`config.mk`:
```
export PLATFORM = sky130hd
export DESIGN_NAME = dac_spi_tx
export DESIGN_NICKNAME = d
export VERILOG_FILES = /design/src/rtl/dac_spi_tx.sv
export SDC_FILE = /design/constraint.sdc
export NUM_CORES = 1
export LEC_CHECK = 0
export ABC_AREA = 0
export CAP_MARGIN = 20
export CORE_ASPECT_RATIO = 1.2
export CORE_MARGIN = 4
export CORE_UTILIZATION = 35
export CTS_CLUSTER_SIZE = 30
export DETAILED_ROUTE_END_ITERATION = 8
export SKIP_LAST_GASP = 1
export SYNTH_ARGS = -nofsm -noshare
export SYNTH_HDL_FRONTEND = slang
export SYNTH_SLANG_ARGS = --single-unit
```
`constraint.sdc`:
```
create_clock -name clk -period 1.8 [get_ports clk]
set_input_delay 0.36 -clock clk [delete_from_list [all_inputs] [get_ports clk]]
set_output_delay 0.36 -clock clk [all_outputs]
set_load 0.005 [all_outputs]
```
`src/rtl/dac_spi_tx.sv`:
```
// rtl/dac_spi_tx.sv - 24-bit SPI mode-0 DAC frame driver; optional DAC_OFFSET_BIN_EN selects offset-binary data
module dac_spi_tx #(
  parameter int         SCLK_DIV = 2,
  parameter int         CS_HOLD  = 2,
  parameter logic [7:0] CMD      = 8'h30
) (
  input  logic        clk,
  input  logic        rst,
  input  logic        sample_en,
  input  logic [15:0] modulated,
  output logic        sclk,
  output logic        cs_n,
  output logic        mosi,
  output logic        busy,
  output logic        overrun
);

  localparam int DIV_W  = (SCLK_DIV > 1) ? $clog2(SCLK_DIV) : 1;
  localparam int HOLD_W = (CS_HOLD > 1) ? $clog2(CS_HOLD) : 1;

  typedef enum logic [1:0] {
    S_IDLE,
    S_SHIFT,
    S_HOLD
  } state_t;

  state_t state;
  state_t state_nxt;

  logic [15:0]       hold;
  logic              pending;
  logic [15:0]       data;
  logic [23:0]       frame;
  logic [22:0]       shreg;
  logic [DIV_W-1:0]  div;
  logic [4:0]        bit_cnt;
  logic [HOLD_W-1:0] hold_cnt;

  logic start;
  logic div_wrap;
  logic last_fall;
  logic hold_done;

`ifdef DAC_OFFSET_BIN_EN
  // Flip the sign bit: two's complement to offset binary for unipolar DACs
  assign data = {~hold[15], hold[14:0]};
`else
  assign data = hold;
`endif

  assign frame     = {CMD, data};
  assign div_wrap  = (div == DIV_W'(SCLK_DIV - 1));
  assign last_fall = (state == S_SHIFT) && div_wrap && sclk && (bit_cnt == 5'd24);
  assign hold_done = (state == S_HOLD) && (hold_cnt == HOLD_W'(CS_HOLD - 1));
  assign busy      = (state != S_IDLE);

  // State register
  always_ff @(posedge clk or posedge rst) begin
    if (rst) begin
      state <= S_IDLE;
    end else begin
      state <= state_nxt;
    end
  end

  // Next-state decode; start marks the edge that launches a frame
  always_comb begin
    state_nxt = state;
    start     = 1'b0;
    case (state)
      S_IDLE: begin
        if (pending) begin
          state_nxt = S_SHIFT;
          start     = 1'b1;
        end
      end
      S_SHIFT: begin
        if (last_fall) begin
          state_nxt = S_HOLD;
        end
      end
      S_HOLD: begin
        if (hold_done) begin
          state_nxt = S_IDLE;
        end
      end
      default: state_nxt = S_IDLE;
    endcase
  end

  // Holding register; a strobe on the launch edge refills it without counting as an overrun
  always_ff @(posedge clk or posedge rst) begin
    if (rst) begin
      hold    <= 16'h0000;
      pending <= 1'b0;
      overrun <= 1'b0;
    end else if (sample_en) begin
      hold    <= modulated;
      pending <= 1'b1;
      if (pending && !start) begin
        overrun <= 1'b1;
      end
    end else if (start) begin
      pending <= 1'b0;
    end
  end

  // Serialiser: divider, SPI clock, shift register and inter-frame hold counter
  always_ff @(posedge clk or posedge rst) begin
    if (rst) begin
      shreg    <= '0;
      div      <= '0;
      bit_cnt  <= 5'd0;
      hold_cnt <= '0;
      sclk     <= 1'b0;
      cs_n     <= 1'b1;
      mosi     <= 1'b0;
    end else if (start) begin
      shreg   <= frame[22:0];
      mosi    <= frame[23];
      cs_n    <= 1'b0;
      sclk    <= 1'b0;
      div     <= '0;
      bit_cnt <= 5'd0;
    end else if (state == S_SHIFT) begin
      if (div_wrap) begin
        div <= '0;
        if (!sclk) begin
          sclk    <= 1'b1;
          bit_cnt <= bit_cnt + 5'd1;
        end else if (bit_cnt == 5'd24) begin
          sclk     <= 1'b0;
          cs_n     <= 1'b1;
          mosi     <= 1'b0;
          hold_cnt <= '0;
        end else begin
          sclk  <= 1'b0;
          mosi  <= shreg[22];
          shreg <= {shreg[21:0], 1'b0};
        end
      end else begin
        div <= div + DIV_W'(1);
      end
    end else if (state == S_HOLD) begin
      hold_cnt <= hold_cnt + HOLD_W'(1);
    end
  end

endmodule

```
### Word level (Yosys, flattened, before mapping)

Index checks and enable logic that the tools add are counted.

* add/sub/neg operators: 3
* eq/ne operators: 11
* muxes and demuxes: 39
* bitwise gates (word level): 1
* reductions and logical operators: 22

Operator list (count)
* $mux W23: 5
* $mux W1: 26
* $mux W5: 4
* $reduce_bool A2 Y1: 7
* $ne A2 B2 Y1 const B: 6
* $reduce_and A3 Y1: 3
* $reduce_and A4 Y1: 2
* $mux W2: 3
* $pmux W2 S3: 1
* $add A5 B1 Y5 const B: 1
* $eq A5 B5 Y1 const B: 1
* $logic_and A1 B1 Y1: 5
* $reduce_and A5 Y1: 1
* $ne A2 B1 Y1 const B: 2
* $reduce_and A2 Y1: 2
* $add A1 B1 Y1 const B: 2
* $eq A2 B1 Y1 const B: 1
* $eq A2 B2 Y1 const B: 1
* $logic_not A2 Y1: 1
* $logic_not A1 Y1: 1
* $not A1 Y1: 1

* register bits: 53
* output and inout port bits: 5

### Logic depth before layout (Yosys ltp)

Gate-level depths: netlist of the first run.

* word-level depth: 6
* depth in mapped cells: 7
* depth with buffers taken out: 5

### Worst setup path before layout of the first run

OpenSTA, ideal clock, no wires.

* kind: register to register
* start point: reg bit_cnt[0]
* end point: reg shreg[1]
* library setup time: 0.131 ns
* data arrival time: 1.335 ns
* path slack: 0.335 ns
* cell stages (with the launch flop): 8
* buffers on the path: 2
* clock period less this slack: 1.465 ns
* cells stage by stage: dfrtp_1 -> inv_1 -> ha_1 -> and4b_1 -> buf_4 -> nor2_4 -> buf_4 -> o211ai_1

* longest elaborated chain between the ends: 3

RTL lines
* start, declared: line 36 `logic [4:0] bit_cnt;`
* start signal, assigned: line 130 `bit_cnt <= bit_cnt + 5'd1;`
* $eq A5 B5 Y1: line 131 `end else if (bit_cnt == 5'd24) begin`
* $ne A2 B2 Y1 (no source line)
* $reduce_and A4 Y1 (no source line)
* end signal, assigned: line 119 `shreg <= frame[22:0];`
* end signal, assigned: line 139 `shreg <= {shreg[21:0], 1'b0};`
* end, declared: line 34 `logic [22:0] shreg;`

Every way passes these cells.
A chain may end at the register's enable or synchronous reset.

### Final worst setup path of the first run

* start point: reg cs_n
* end point: out cs_n

RTL lines
* start, declared: line 12 `output logic cs_n,`
* start signal, assigned: line 116 `cs_n <= 1'b1;`
* start signal, assigned: line 121 `cs_n <= 1'b0;`
* start signal, assigned: line 133 `cs_n <= 1'b1;`

No word-level cell between the ends.

==> impl_summary.md, run 1 <==
Power
The share of total power consumed by net switching is 29.88%. The net switching power is 0.9518 mW. The share of total power dissipated in combinational logic is 23.7%.

VDD sags by at most 0.4880 mV. The leakage component of the power is 1.174 nW. The design draws 3.185 mW. In this run the power density over the cells is 1121 nW/um2. Internal power comes to 2.233 mW. Per report_power, the sequential group accounts for 51.4% of the total.

The part of the total power dissipated in the clock network is 24.9%.

Clock network
The clock insertion delay at the later pin of the skew report is 300 ps. The maximum buffer depth of the clock tree is 2. The number of clock buffers added by TritonCTS is 5. The clock tree root driver cell is sky130_fd_sc_hd__clkbuf_8. The number of H-tree branching levels is 2.

Clock-pin slew was measured on the worst setup and hold paths at 90 ps. The CTS tree is built. The CTS sink count is 53.

Final layout
From synthesis to final layout, the design area changed by 18.60%. The design area is 2840 um2. In the final layout, the share of cells above drive strength 1 is 17.34%. In the final design database the tool counted 268 nets. The number of antenna diodes in the final layout is 0.

Drt
The pre-antenna-repair detailed-routing pass consisted of 4 iterations. The total length of routed wires is 4514 um. The routed layout has 1689 vias. In the routed design, unresolved DRC markers number 0. The first routing iteration left 111 violations.

The count of nets left with antenna violations once routing finished came out at 0. The average via count per standard cell is 5.072. The post-detailed-route wirelength per cell is 13.56 um.

STA
Setup slack closes at 109.7 ps. Between clock sinks in the finished design, the worst skew comes to 7.741 ps. The final clock period utilization by the worst path is 93.91%. Setup repair after global routing left no endpoint under its margin. The worst path needs 1690 ps of the cycle, external delays included. Setup violations remaining at the end of the flow were counted as 0. After routing, the total negative slack on setup checks comes to 0 ps. The worst-margin pin slew is 374.7 ps. Derived from the worst setup path, the maximum achievable clock frequency is 591.6 MHz. The number of pins exceeding their max-slew limit in the final report came to 0. Headroom to the max-slew limit came out at 74.96%. The final number of hold-violating endpoints is 0.

Worst setup path
The signal on the critical path passes through clkdlybuf4s50_1. The critical path starts at cs_n. The startpoint kind of the worst setup timing path is a flip-flop. Of all nets on the critical path, the largest fanout is 2.

The arrival time at the worst endpoint is 1330 ps. The endpoint class of the critical path is a primary output. The peak per-stage delay on the critical path is 540 ps. At the worst endpoint, the required time is 1440 ps.

The worst setup path is of the reg2out kind. The top cell family by delay on the critical path is flip-flops. In this run the critical register-to-register path is launched from state[1]. The count of buffer and inverter cells on the critical path is 1. Among all stages on the critical path, the largest delay is contributed by sky130_fd_sc_hd__dfstp_2.

Yosys
The number of enable-type register cells in the synthesized netlist is 0. Synthesis handed over a netlist of 222 instances. The synthesized design devotes to its leading area cell type 54.34% of total area. The combined area of all synthesized cells is 2395 um2. The synthesized area per cell is 10.79 um2. Sorting the synthesized cells by area gives the leading types as sky130_fd_sc_hd__dfrtp_1 (54%), sky130_fd_sc_hd__mux2_2 (8.0%), sky130_fd_sc_hd__nand2_1 (6.0%), sky130_fd_sc_hd__nand3_1 (5.2%), sky130_fd_sc_hd__o211ai_1 (4.4%). The primary flip-flop cell chosen by synthesis mapping is sky130_fd_sc_hd__dfrtp_1. The number of warning messages in the yosys log is 0.

Sequential elements use 55.43% of the synthesized area. When the netlist entered floorplanning its net count stood at 243. The netlist uses 36 different library cells. The post-synthesis cell type with the largest combined area is sky130_fd_sc_hd__dfrtp_1. The share of flip-flops with an asynchronous set or reset is 100.0%.

In this run, synthesis produced a sequential element count of 53.

Placed design
The number of input and output port buffers inserted is 23. The final RePlAce weighted congestion is 0.7085. The pre-CTS setup slack is 227.4 ps. Summing all placed instances gives a cell area of 2726 um2. The post-detailed-placement half-perimeter wirelength is 2937 um.

Min path
The tightest min-delay check is of the in2async type.

Run status
The flow ran to the end, and the final reports show no timing, DRC or antenna violations.

Floorplanning
The floorplan die height is 98.61 um. The area of the core is 6526 um2. The top-level port count is 24. The placement row count is 32.

The die is 83.51 um wide. The area enclosed by the die boundary is 8235 um2. The initial utilization of the core area, before any placement, comes to 36.69%.

GRT
Global routing used 11.71% of the available tracks across all layers. Entering global routing, the biggest net connects 27 pins. Global routing finished with a remaining overflow of 0. The number of antenna violations at the first check in global routing is 0.

The number of global-route vias before repair was 1713. The global-route wire length before repair is 7962 um.

Flow run
The number of max-capacitance violations reported is 0.
==> cell usage in the layout, fill, tap and decap left out, types with 3 or more instances in the layout <==
master	Yosys	routed
sky130_fd_sc_hd__nor2_1	3	3
sky130_fd_sc_hd__inv_1	5	4
sky130_fd_sc_hd__nand3_1	25	25
sky130_fd_sc_hd__mux2_2	17	17
sky130_fd_sc_hd__buf_4	4	10
sky130_fd_sc_hd__o21ai_0	13	13
sky130_fd_sc_hd__dfrtp_1	52	52
sky130_fd_sc_hd__clkdlybuf4s50_1	0	22
sky130_fd_sc_hd__clkbuf_8	0	5
sky130_fd_sc_hd__nand2_1	38	38
sky130_fd_sc_hd__a21oi_1	9	9
sky130_fd_sc_hd__o211ai_1	14	14
==> cell usage after synthesis (all sizes together), types with 2 or more instances <==
master / instances
a21oi: 9
and4b: 2
buf: 16
dfrtp: 52
ha: 2
inv: 5
mux2: 17
mux2i: 2
nand2: 38
nand3: 25
nand4: 2
nand4b: 2
nor2: 4
o211ai: 14
o21ai: 14
or3: 2
==> power groups by stage <==
stage | Clock (mW) | Sequential, mW | Combinational (mW)
final | 0.792 | 1.64 | 0.755
after global routing | 0.872 | 1.69 | 0.866
after CTS | 0.816 | 1.64 | 0.774
after detailed placement | 0 | 1.66 | 0.774
after global placement | 0 | 1.66 | 0.751
after floorplan | 0 | 1.61 | 0.573
==> metrics by stage <==
step	hold slack, ps	instances	util, %
floorplan	451.7	222	-
global route	357.8	333	43.52
detailed placement	458.2	324	41.78
CTS	341.0	333	43.52
finish	337.6	333	43.52
global placement	451.6	324	41.78
==> metal layers <==
metal | vias to the layer above | track usage, % | wire length, um | part of all wire, %
li1 | 830 | - | - | -
met1 | 821 | 14.66 | 2020 | 45
met2 | 34 | 20.12 | 2249 | 50
met3 | 4 | 2.843 | 197 | 4.4
met4 | 0 | 3.465 | 46 | 1.0
met5 | - | 0 | 0 | 0
==> flip-flops by register name (all words and copies together) (netlist names) <==
register	count
overrun	1
div	1
data	16
hold_cnt	1
sclk	1
state	2
pending	1
bit_cnt	5
shreg	23
mosi	1
cs_n	1
==> layout make-up <==
class | count | area (um2)
fillers | 620 | 3686
flip-flops and latches | 53 | 1328
inverters | 5 | 18.77
multi-input cells | 147 | 935.9
clock buffers | 6 | 72.57
well taps | 85 | 106.4
clock inverters | 2 | 35.03
repair buffers | 35 | 344.1
==> kinds of logic after synthesis <==
| kind of cell | Yosys count | synth area share, % |
|---|---|---|
| AO/OA/AOI/OAI | 44 | 11.49 |
| adder cells (fa/ha/maj) | 2 | 1.045 |
| buffers and inverters | 22 | 5.486 |
| flip-flops | 53 | 55.43 |
| multiplexers | 19 | 8.830 |
| AND/OR/NAND/NOR | 82 | 17.71 |
==> repair_timing <==
action                     in CTS  in global routing
gates resized for setup         1                  0
buffers inserted                1                  0
hold buffers                    0                  0
setup endpoints to repair       1                  0
==> worst paths after layout <==
kind                               to  slack [ps]  cells past startpoint
hold / removal                data[1]         340                      2
max in group asynchronous    data[12]         960                      3
min in group clk              overrun         470                      1
setup / recovery                 cs_n         110                      1
hold reg to reg               overrun         470                      1
setup reg to reg           bit_cnt[4]         180                      6
(Power assumes the default switching activity.)
==> run 2, diff against run 1 <==
Settings changed: CORE_UTILIZATION 35 to 50, PLACE_DENSITY from default to 0.71.
==> impl_summary.md, run 2 (synthesized netlist as in run 1, its figures left out) <==
Drt
In the final routed layout, each cell accounts on average for 14.25 um. The detail route stage leaves a number of antenna-violating nets equal to 0. The total length of routed wires is 4388 um. The number of DRC violations after detailed-routing iteration 0 is 104. Before antenna repair, the detailed router went through 5 iterations.

The average via count per standard cell is 5.604. Detailed routing inserted a total of 1726 vias. In the routed design, unresolved DRC markers number 0.

GRT
The number of global-route vias before repair is 1790. The total track usage is 16.62%. The total overflow left after global routing is 0.

The global-route wire length before repair is 7962 um. The number of antenna violations at the first check in global routing came to 0. The pin count of the biggest net entering global routing is 26.

Worst setup path
The peak per-stage delay on the critical path is 560 ps. In this run the critical register-to-register path is captured at shreg[5]. The cell with the biggest individual delay on the critical path is sky130_fd_sc_hd__dfstp_2. The highest fanout seen on the critical path is 2. Broken down by cell family, the worst path's largest delay share belongs to flip-flops. The count of buffer and inverter cells on the critical path is 1. The endpoint class of the critical path is a primary output.

Across all register-to-register paths, the minimum setup slack is 150 ps. The arrival time at the worst endpoint is 1370 ps. The critical path class is reg2out. The startpoint of the most critical register-to-register path is bit_cnt[0]. The signal on the critical path passes through clkdlybuf4s50_1. STA puts the critical path data required time at 1440 ps. The startpoint kind of the worst setup timing path is a flip-flop. Measured in cells, the most critical reg-to-reg path has a length of 5.

Final layout
With fillers left out, the area of the finished cells amounts to 2830 um2. The layout-stage area growth over the synthesis result is 18.18%. Cells with a size suffix above 1 make up 18.80% of the layout. In the final design database the tool counted 270 nets. Leaving out fill and tap cells, the most frequent cells in the layout are sky130_fd_sc_hd__dfrtp_1 (51), sky130_fd_sc_hd__nand2_1 (38), sky130_fd_sc_hd__nand3_1 (25), sky130_fd_sc_hd__clkdlybuf4s50_1 (22), sky130_fd_sc_hd__mux2_2 (17). shreg holds more flip-flops than any other register. The post-layout instance count excluding filler cells is 308. The library cell used most frequently in the layout, excluding fill and tap cells, is sky130_fd_sc_hd__dfrtp_1. The number of antenna diodes in the final layout is 0. The register with the most flip-flops in the layout has 23 of them.

Flow run
Max-cap violations in this run came to 0.

Floorplanning
The die covers 5965 um2. Once the floorplan was initialized, standard cells occupied 51.74% of the core. After floorplanning, the core was divided into 27 placement rows.

The top-level port count is 24. The floorplan die height is 83.81 um. The x dimension of the die is 71.18 um.

The total area inside the core boundary comes to 4628 um2.

STA
After routing, the total negative slack on setup checks comes to 0 ps. Setup repair after global routing left no endpoint under its margin. The worst-margin pin slew is 388.0 ps. Between clock sinks in the finished design, the worst skew comes to 10.84 ps. The number of pins exceeding their max-slew limit in the final report is 0.

In this run the tightest slew margin relative to its limit is 74.09%. After layout, the worst path uses 96.37% of the clock period. The final number of hold-violating endpoints was 0. The minimum clock period after layout is 1735 ps. The maximum clock rate is 576.5 MHz. Setup violations remaining at the end of the flow were counted as 0.

Clock network
Clock-pin slew was measured on the worst setup and hold paths at 100 ps. TritonCTS built the clock tree. The clock tree synthesis step divided the H-tree into 2 levels. The clock insertion delay at the later pin of the skew report is 310 ps.

CTS saw 53 sinks. The hold-fix buffer count after cts is 0. The clock passes through at most 2 buffers. The total CTS buffers is 5. The clock tree root driver cell is sky130_fd_sc_hd__clkbuf_8.

Power
In this run the power density over the cells is 1138 nW/um2. For this design the total switching power over the nets is 0.9822 mW. The share of total power dissipated in sequential elements is 50.9%. Of the total power, the share spent switching nets is 30.50%.

The clock network burns 25.7% of the power. The worst-case IR drop observed on VDD is 0.7458 mV. The leakage component of the power is 1.180 nW. The cell-internal power is 2.238 mW. Of the total power, combinational logic draws 23.3%.

Placed design
The final RePlAce weighted congestion is 0.7242. The placed instances occupy a cell area of 2708 um2. The cell count after placement is 299. The number of input and output port buffers inserted is 23. The HPWL after detailed placement is 3042 um.

Run status
The flow ran to the end, and the final reports show no timing, DRC or antenna violations.

Min path
The classification of the worst-slack hold path is in2async.
run 2: power groups by stage:
| stage | Clock [mW] | Combinational (mW) | Sequential (mW) |
|---|---|---|---|
| after floorplan | 0 | 0.573 | 1.61 |
| after global placement | 0 | 0.739 | 1.65 |
| after detailed placement | 0 | 0.766 | 1.67 |
| after CTS | 0.845 | 0.771 | 1.64 |
| after global routing | 0.895 | 0.865 | 1.68 |
| final | 0.828 | 0.751 | 1.64 |
run 2: metrics by stage:
step / power, mW / util (%) / worst slack (ps) / hold WS (ps)
after detailed placement: 2.432 / 58.50 / 148.5 / 465.9
after CTS: 3.259 / 61.15 / 52.13 / 346.7
after floorplan: 2.184 / - / 155.4 / 451.7
after global placement: 2.393 / 58.50 / 188.4 / 451.6
final: 3.220 / 61.15 / 65.33 / 334.2
after global routing: 3.443 / 61.15 / 34.37 / 389.0
run 2: final cells by class:
class / count / area, um2
Clock inverter: 3 / 46.29
Tap cell: 58 / 72.57
Multi-Input combinational cell: 147 / 935.9
Clock buffer: 5 / 68.82
Inverter: 5 / 18.77
Fill cell: 378 / 1798
Sequential cell: 53 / 1329
Timing Repair Buffer: 37 / 359.1
run 2: worst max path at each step:
stage	from	end	slack [ps]	depth (start not counted)
6_report	cs_n	cs_n	70	1
5_1_grt	cs_n	cs_n	30	1
4_1_cts	cs_n	cs_n	50	1
3_5_place_dp	bit_cnt[0]	shreg[5]	150	5
3_3_place_gp	bit_cnt[0]	shreg[2]	190	5
2_1_floorplan	rst	bit_cnt[0]	160	1
run 2: routing by layer:
| metal | part of all wire, % | vias to the layer above | GRT usage, % |
|---|---|---|---|
| li1 | - | 837 | - |
| met1 | 44 | 859 | 20.39 |
| met2 | 51 | 24 | 27.93 |
| met3 | 2.9 | 6 | 3.976 |
| met4 | 1.9 | 0 | 6.325 |
| met5 | 0 | - | 0 |
run 2: repair_timing:
action                     in CTS  in global routing
setup buffers                   1                  0
setup endpoints to repair       1                  0
resized for setup               2                  0
